`src/rtl/shift_seq_ctrl.sv`:
```
// Multi-bit shift/rotate sequencer: iterates an external single-step
// combinational shift_rotate stage `count` times over a valid/ready command.
module shift_seq_ctrl #(
    parameter int unsigned WIDTH = 8,
    parameter int unsigned CNT_W = 3
) (
    input  logic             clk,
    input  logic             rst_n,
    input  logic             in_valid,
    output logic             in_ready,
    input  logic [WIDTH-1:0] in_data,
    input  logic [2:0]       in_opcode,
    input  logic [CNT_W-1:0] in_count,
    output logic [WIDTH-1:0] sr_a,
    output logic [2:0]       sr_opcode,
    input  logic [WIDTH-1:0] sr_result,
    output logic             out_valid,
    input  logic             out_ready,
    output logic [WIDTH-1:0] out_data,
    output logic             out_err,
    output logic             busy
);

    typedef enum logic [1:0] {
        IDLE = 2'd0,
        RUN  = 2'd1,
        DONE = 2'd2
    } state_t;

    state_t           r_state;
    state_t           w_next;
    logic [WIDTH-1:0] r_work;
    logic [2:0]       r_op;
    logic [CNT_W-1:0] r_cnt;
    logic             r_err;
    logic             w_accept;
    logic             w_illegal;
    logic             w_last_step;

    assign w_accept    = in_valid && (r_state == IDLE);
    assign w_illegal   = in_opcode[2] && in_opcode[1];
    assign w_last_step = (r_cnt == CNT_W'(1));

    always_ff @(posedge clk or negedge rst_n) begin
        if (!rst_n) begin
            r_state <= IDLE;
        end else begin
            r_state <= w_next;
        end
    end

    always_comb begin
        w_next = r_state;
        case (r_state)
            IDLE: begin
                if (in_valid) begin
                    if (w_illegal || (in_count == '0)) begin
                        w_next = DONE;
                    end else begin
                        w_next = RUN;
                    end
                end
            end
            RUN: begin
                if (w_last_step) begin
                    w_next = DONE;
                end
            end
            DONE: begin
                if (out_ready) begin
                    w_next = IDLE;
                end
            end
            default: w_next = IDLE;
        endcase
    end

    always_comb begin
        in_ready  = (r_state == IDLE);
        out_valid = (r_state == DONE);
        busy      = (r_state != IDLE);
    end

    // RUN is only entered with a non-zero count, so the decrement never wraps.
    always_ff @(posedge clk or negedge rst_n) begin
        if (!rst_n) begin
            r_work <= '0;
            r_op   <= '0;
            r_cnt  <= '0;
            r_err  <= 1'b0;
        end else if (w_accept) begin
            r_work <= in_data;
            r_op   <= in_opcode;
            r_cnt  <= in_count;
            r_err  <= w_illegal;
        end else if (r_state == RUN) begin
            r_work <= sr_result;
            r_cnt  <= r_cnt - CNT_W'(1);
        end
    end

    assign sr_a      = r_work;
    assign sr_opcode = r_op;
    assign out_data  = r_work;
    assign out_err   = r_err;

endmodule

```
`config.mk`:
```
export PLATFORM = sky130hd
export DESIGN_NAME = shift_seq_ctrl
export DESIGN_NICKNAME = d
export VERILOG_FILES = /design/src/rtl/shift_seq_ctrl.sv
export SDC_FILE = /design/constraint.sdc
export NUM_CORES = 1
export LEC_CHECK = 0
export BUFFER_PORTS_ARGS = -buffer_cell sky130_fd_sc_hd__buf_4
export CORE_MARGIN = 5
export CORE_UTILIZATION = 40
export CTS_CLUSTER_SIZE = 40
export DETAILED_ROUTE_END_ITERATION = 12
export HOLD_SLACK_MARGIN = 0.1
export PLACE_DENSITY = 0.73
export SYNTH_ARGS = -nofsm -noshare
export SYNTH_HDL_FRONTEND = slang
export SYNTH_SLANG_ARGS = --single-unit
```
`constraint.sdc`:
```
create_clock -name clk -period 1.7 [get_ports clk]
set_input_delay 0.085 -clock clk [delete_from_list [all_inputs] [get_ports clk]]
set_output_delay 0.085 -clock clk [all_outputs]
set_load 0.02 [all_outputs]
```
Yosys cells after proc, flatten, opt, wreduce, memory -nomap -nowiden --
Index checks and enable logic that the tools add are counted.
Storage, ports and cells: bits of input ports 26, bits in read-only memories 0, RAM bits 0, output and inout bits 23, register bits 17, bits in latches 0, memories 0
Cells by class: reductions and logical operators 8, shift-type cells 0, add/sub/neg operators 1, equal/unequal tests 6, muxes and demuxes 9, divide/modulo/power cells 0, bitwise operators 0, multipliers 0, $lt $le $gt $ge 0
Operators by type and width (number):
- $mux 8 | 2
- $mux 2 | 4
- $mux 3 | 2
- $pmux 2 s3 | 1
- $ne 2x2->1 const B | 2
- $reduce_bool 2->1 | 2
- $eq 3x1->1 const B | 1
- $logic_not 3->1 | 1
- $reduce_and 3->1 | 1
- $sub 3x1->3 const B | 1
- $eq 2x1->1 const B | 1
- $eq 2x2->1 const B | 1
- $logic_and 1x1->1 | 2
- $logic_not 2->1 | 1
- $ne 2x1->1 const B | 1
- $logic_or 1x1->1 | 1

Depth between registers and ports, before layout --
Gate-level depths: netlist of run 1.
depth after elaboration 5, depth in mapped cells 5, depth with buffers taken out 5

Worst setup path after synthesis of run 1 --
Ideal clock, no wire load.
kind register to register, start register r_state[0], end register r_op[0], in the netlist sr_opcode[0], arrival time 1.270 ns, path slack 0.304 ns, cell stages (with the launch flop) 5, setup time 0.125 ns, period minus slack after synthesis 1.396 ns, cell sequence dfrtp_1 > buf_6 > or3b_1 > buf_6 > mux2_4
On the way: word-level cells in the longest chain between the ends 2
RTL lines:
- start: declaration | RTL line 30 | state_t r_state;
- start signal: assignment | RTL line 48 | r_state <= w_next;
- $logic_not 2->1 | RTL line 40 | assign w_accept = in_valid && (r_state == IDLE);
- $logic_and 1x1->1 | RTL line 40
- end signal: assignment | RTL line 93 | r_op <= in_opcode;
- end: declaration | RTL line 33 | logic [2:0] r_op;
Every way passes these cells. A chain may end at the register's enable or synchronous reset.

Worst setup path after layout of run 1 --
start register r_state[0], end output in_ready
On the way: word-level cells in the longest chain between the ends 1
RTL lines:
- $logic_not 2->1 | RTL line 79 | in_ready = (r_state == IDLE);
- end: declaration | RTL line 10 | output logic in_ready,
Every way passes these cells.

==> flow_summary.toml, run 1 <==
[die]
num_rows = 18
die-area_mm2 = 0.003637
coreArea_mm2 = 0.002455
die_x_um = 60.31
initial_utilization = 0.4123
top_level_ports = 49
die_h_um = 60.31

[worst_setup_path]
crit_family = "flip-flops"
r2r_start = "r_state[0]"
cp_data_required_time_ps = 1620
crit_slowest_cell = "dfrtp_1"
cp-start-kind = "register"
worst_r2r_path_depth = 3
r2r_slack_ps = 220
worstPathCellList = "buf_4 > or2_2 > inv_1 > buf_4"
cp_common_cell = "buf_4"
slowest_delay_ps = 480
crit_type = "reg -> out"
worstPathMaxFanout = 10
rr_endpoint = "r_state[1]"
cp_num_buf_inv = 3
endpoint_kind = "output pin"
critPathArrivalTime_ps = 1510

[sta]
rsz0062_at_grt = "false"
max_freq_mhz = 627.7
slew_viol_final = 0
fin_tns_setup_ps = 0
slew_headroom = 0.5283
min_period_ps = 1593
finalSetupViolCount = 0
setup_ws_ps = 106.9
tightest_slew_ps = 706.0
hold_viol = 0
period_share = 0.9371
fin_worst_skew_ps = 3.147

[layout]
n_fill_cell = 221
drive_gt1_frac = 0.3694
post-route-util = 0.6004
antennaDiodeCount = 0
layout_commonest_cell = "buf_4"
nets = 186
final_cell_mix = "buf_4, dfrtp_1, dlygate4sd3_1"
syn_to_final_growth_pct = 45.61

[global_routing]
grt_max_degree = 19
grt_usage = 0.1580
grt-ovfl-total = 0
grt_pass1_vias = 981
grt_pass1_wl_mm = 4.326
antenna_found_initial = 0

[drt]
vias = 959
avgRoutedWirePerCell_um = 14.11
drc_errors = 0
firstDrtPassIters = 4
ant_nets = 0
vias_per_cell = 5.128
drt-total-wl_mm = 2.638
drt_first_iter_violations = 19

[min_path]
hold_path_class = "in -> reg"
hold_end = "r_state[1]"
hold_start = "in_count[2]"
whs_path_depth = 3

[cts]
clk_pin_slew_worst_paths_ps = 90
cts-root-buf = "clkbuf_4"
cts_buffers = 3
cts.sinks = 17
cts.htree.levels = 1
postCtsSetupRepairBufs = 0
clockBufferDepth = 2
cts_tree = "built"
clock_insertion_delay_worst_skew_ps = 290

[synthesis]
yosysSeqAreaShare = 0.4203
syn_area_per_cell_um2 = 9.549
synth_area_leaders = "dfrtp_1, buf_4, a2bb2oi_1, a22oi_1, o21ai_0"
synth_nets = 134
ys_types = 27
yosysTopAreaCell = "dfrtp_1"
synth_warnings = 0
ys_ff_latch = 17
synthesis.area_mm2 = 0.001012
syn_inst = 106
netlist.area_leader.share = 0.4203

[power]
power_mw = 2.654
ir_drop_v = 0.0009818
p_leak_nw = 0.7352
p_per_area_mw_per_mm2 = 1801

[flow_run]
cap_viol_max_count = 0

[placed_design]
place_congestion = 0.7592
hpwl_mm = 1.965
post-place-ws_ps = 247.4
portBuffers = 48

[run_status]
status = "finished, final reports clean"
## area by class of cell
class / instances / area, um^2 / area share
multi-input combinational: 65 / 445.4 / 0.3022
inverter: 7 / 26.28 / 0.01783
sequential: 17 / 425.4 / 0.2886
clock buffer: 4 / 26.28 / 0.01783
tap: 30 / 37.54 / 0.02547
timing repair buffer: 64 / 513.0 / 0.3480
## synthesized netlist by cell type, drive strengths merged
cell type and number:
a32oi 1, mux2 3, o22a 1, or2 1
and2b 1, buf 13, a2bb2oi 7, inv 7
nand2 10, o211ai 1, ha 2, o31a 2
dfrtp 17, a221o 1, a32o 1, nor2b 2
nor2 5, nand3b 2, a22oi 8, a21oi 4
a211o 1, o21ai 10, clkbuf 4, nand2b 1
or3b 1
## worst reg2reg max path, stage by stage (launching register included)
cell     delay [ps]
dfrtp_1         490
nor2b_1         620
a32oi_1         190
o21ai_0         100
## sequential cells by signal, indices dropped and copies added (netlist names)
register   count
out_err        1
out_data       8
sr_opcode      3
r_cnt          3
r_state        2
## worst max path at each step
stage / startpoint / end / depth (start not counted)
after global placement: r_state[0] / sr_opcode[1] / 2
final: r_state[0] / in_ready / 4
after detailed placement: r_state[0] / sr_opcode[2] / 2
after CTS: r_state[0] / in_ready / 4
after floorplan: r_state[0] / sr_opcode[0] / 4
after global routing: r_state[0] / in_ready / 4
## through the flow
stage               std cells  cell area (um^2)  hold slack (ps)
floorplan                 106              1012           -210.6
global placement          170              1318           -39.59
detailed placement        170              1318           -36.77
CTS                       187              1474            118.5
global route              187              1474            129.6
finish                    187              1474            126.6
## where the power goes
part / switching (mW) / total, mW / internal [mW]
clock: 0.125 / 0.217 / 0.0913
sequential: 0.194 / 0.802 / 0.608
combinational: 0.857 / 1.64 / 0.778
## logic make-up (layout without fill, tap and decap cells)
family | after synthesis | after routing | synth area share
buf+inv | 24 | 75 | 0.1397
fa+ha+maj | 2 | 2 | 0.02472
compound gates | 37 | 37 | 0.2596
mux | 3 | 3 | 0.04450
simple gates | 23 | 23 | 0.1113
flops | 17 | 17 | 0.4203
## layer usage
layer / vias to the layer above / wire length (um) / part of all wire / track usage
met5: - / 0 / 0 / 0
met1: 454 / 978 / 0.37 / 0.1880
met3: 2 / 191 / 0.072 / 0.04320
met4: 0 / 10 / 0.0038 / 0.02215
li1: 471 / - / - / -
met2: 32 / 1459 / 0.55 / 0.2886
## timing repair
| action | in CTS | in global routing |
|---|---|---|
| resized for setup | 0 | 0 |
| hold buffers | 13 | 0 |
| endpoints found under the hold margin | 30 | 0 |
(Power assumes the default switching activity.)
==> inputs of run 2 (changes only) <==
--- a/config.mk
+++ b/config.mk
@@ -10,3 +10,2 @@
 export CORE_UTILIZATION = 40
-export CTS_CLUSTER_SIZE = 40
 export DETAILED_ROUTE_END_ITERATION = 12
==> constraint.sdc (replaced) <==
create_clock -name clk -period 1.7 [get_ports clk]
set_input_delay 0.34 -clock clk [delete_from_list [all_inputs] [get_ports clk]]
set_output_delay 0.34 -clock clk [all_outputs]
set_load 0.02 [all_outputs]
==> run 2 against run 1 <==
Flip-flop and latch count unchanged; first-iteration DRC count increased by 32%; utilization decreased by 4.5 points; setup slack got worse by 27 ps; non-clock buffer count decreased by 11; total power decreased by 0.81%; cell area decreased by 7.6%; die area unchanged; sequential power decreased by 1%; sequential share of layout area increased by 2.4 points; count of clock-buffer cells in the layout decreased by 1; clock skew increased by 0.51 ps; critical path type unchanged; largest cell class is now multi-input combinational cells; largest power group unchanged; highest routed layer is now met3.
==> flow_summary.toml, run 2 (synthesis gave the netlist of run 1 again) <==
[sta]
slew_headroom = 0.5356
rsz0062_at_grt = "false"
max_freq_mhz = 617.1
min_period_ps = 1621
slew_viol_final = 0
hold_viol = 0
hold_ws_ps = 255.6
tightest_slew_ps = 695.2
fin_tns_setup_ps = 0
finalSetupViolCount = 0
period_share = 0.9533
fin_worst_skew_ps = 3.657

[worst_setup_path]
worstPathMaxFanout = 6
worst_r2r_path_depth = 2
r2r_start = "r_state[1]"
cp_data_required_time_ps = 1360
cp_num_buf_inv = 2
crit_slowest_cell = "dfrtp_1"
critPathArrivalTime_ps = 1280
crit_type = "reg -> out"
slowest_delay_ps = 440
r2r_slack_ps = 320
rr_endpoint = "sr_opcode[0]"
worstPathCellList = "or2_2 > inv_1 > buf_4"
crit_family = "flip-flops"
endpoint_kind = "output pin"
cp-start-kind = "register"

[min_path]
hold_end = "out_data[6]"
hold_start = "sr_result[6]"
hold_path_class = "in -> reg"
whs_path_depth = 3

[drt]
wl_met2_mm = 1.443
vias_per_cell = 5.227
avgRoutedWirePerCell_um = 14.44
ant_nets = 0
drc_errors = 0
met1_length_um = 940
drt_first_iter_violations = 25
vias = 920
firstDrtPassIters = 4
drt-total-wl_mm = 2.542
met3RoutedLength_um = 158
highest_layer = "met3"

[placed_design]
portBuffers = 48
place_congestion = 0.7529
hpwl_mm = 2.021

[die]
die-area_mm2 = 0.003637
die_x_um = 60.31
coreArea_mm2 = 0.002455
num_rows = 18
top_level_ports = 49
die_h_um = 60.31
initial_utilization = 0.4123

[cts]
clk_pin_slew_worst_paths_ps = 110
cts.sinks = 17
cts.htree.levels = 1
clockBufferDepth = 2
cts_buffers = 3
hold_buffers = 1
clock_insertion_delay_worst_skew_ps = 300
cts_tree = "built"
cts-root-buf = "clkbuf_4"
postCtsSetupRepairBufs = 0
post_cts_resized = 0

[layout]
syn_to_final_growth_pct = 34.61
antennaDiodeCount = 0
largest_reg_flops = 8
final_cell_mix = "buf_4, dfrtp_1, o21ai_0, nand2_1, a22oi_1"
nets = 175
layout_commonest_cell = "buf_4"
drive_gt1_frac = 0.4110

[global_routing]
grt_pass1_vias = 879
antenna_found_initial = 0
grt-ovfl-total = 0
grt_max_degree = 18
grt_usage = 0.1460
grt_pass1_wl_mm = 3.981

[power]
swShare = 0.4476
p_clk_frac = 0.086
ir_drop_v = 0.0008962
power.switching_mw = 1.178
internal_power_mw = 1.454
p_leak_nw = 0.6926
seq_power_share = 0.300
power_mw = 2.633
comb_power_share = 0.613
p_per_area_mw_per_mm2 = 1932

[flow_run]
cap_viol_max_count = 0

[run_status]
status = "finished, final reports clean"
[run 2: cell types whose count changed in the layout (fill, tap and decap cells not counted)]
cell,previous run,this run
dlygate4sd3_1,13,1
clkbuf_1,1,0
buf_4,51,52
clkinv_2,0,1
[run 2: layout make-up]
class,instances,area (um^2)
fillers,240,1092
multi-input cells,65,445.4
flip-flops and latches,17,425.4
repair buffers,53,400.4
well taps,30,37.54
inverters,7,26.28
clock buffers,3,22.52
clock inverters,1,5.005
[run 2: worst max path at each step]
stage,from,endpoint,slack (ps),cells past startpoint
after global routing,r_state[1],in_ready,20,3
after global placement,in_valid,sr_opcode[1],350,3
final,r_state[1],in_ready,80,3
after floorplan,r_state[0],sr_opcode[0],300,4
after CTS,r_state[1],in_ready,60,3
after detailed placement,r_state[1],r_state[1],310,3
[run 2: stage by stage]
| stage | setup slack (ps) | instances | util | instance area [um^2] |
|---|---|---|---|---|
| 2_1_floorplan | 304.4 | 106 | - | 1012 |
| 3_3_place_gp | 345.4 | 171 | 0.5398 | 1325 |
| 3_5_place_dp | 313.8 | 171 | 0.5398 | 1325 |
| 4_1_cts | 62.12 | 176 | 0.5550 | 1363 |
| 5_1_grt | 21.29 | 176 | 0.5550 | 1363 |
| 6_report | 79.43 | 176 | 0.5550 | 1363 |
[run 2: power groups by stage]
stage                     Sequential (mW)  Combinational, mW  Clock (mW)
final                               0.791               1.62       0.226
after global routing                0.827               1.76       0.248
after detailed placement            0.804               1.64           0
after floorplan                     0.921               1.01           0
after CTS                           0.797               1.64       0.230
after global placement              0.781               1.59           0
[run 2: worst reg2reg max path, delay by kind of cell (launching register included)]
kind / cells / cell delay, ps
flops: 1 / 440
mux: 1 / 340
simple gates: 1 / 500
[run 2: metal layers]
metal / up-vias / GRT usage
met3: 0 / 0.04752
met4: 0 / 0.01899
met5: - / 0
met1: 449 / 0.1614
li1: 447 / -
met2: 24 / 0.2762
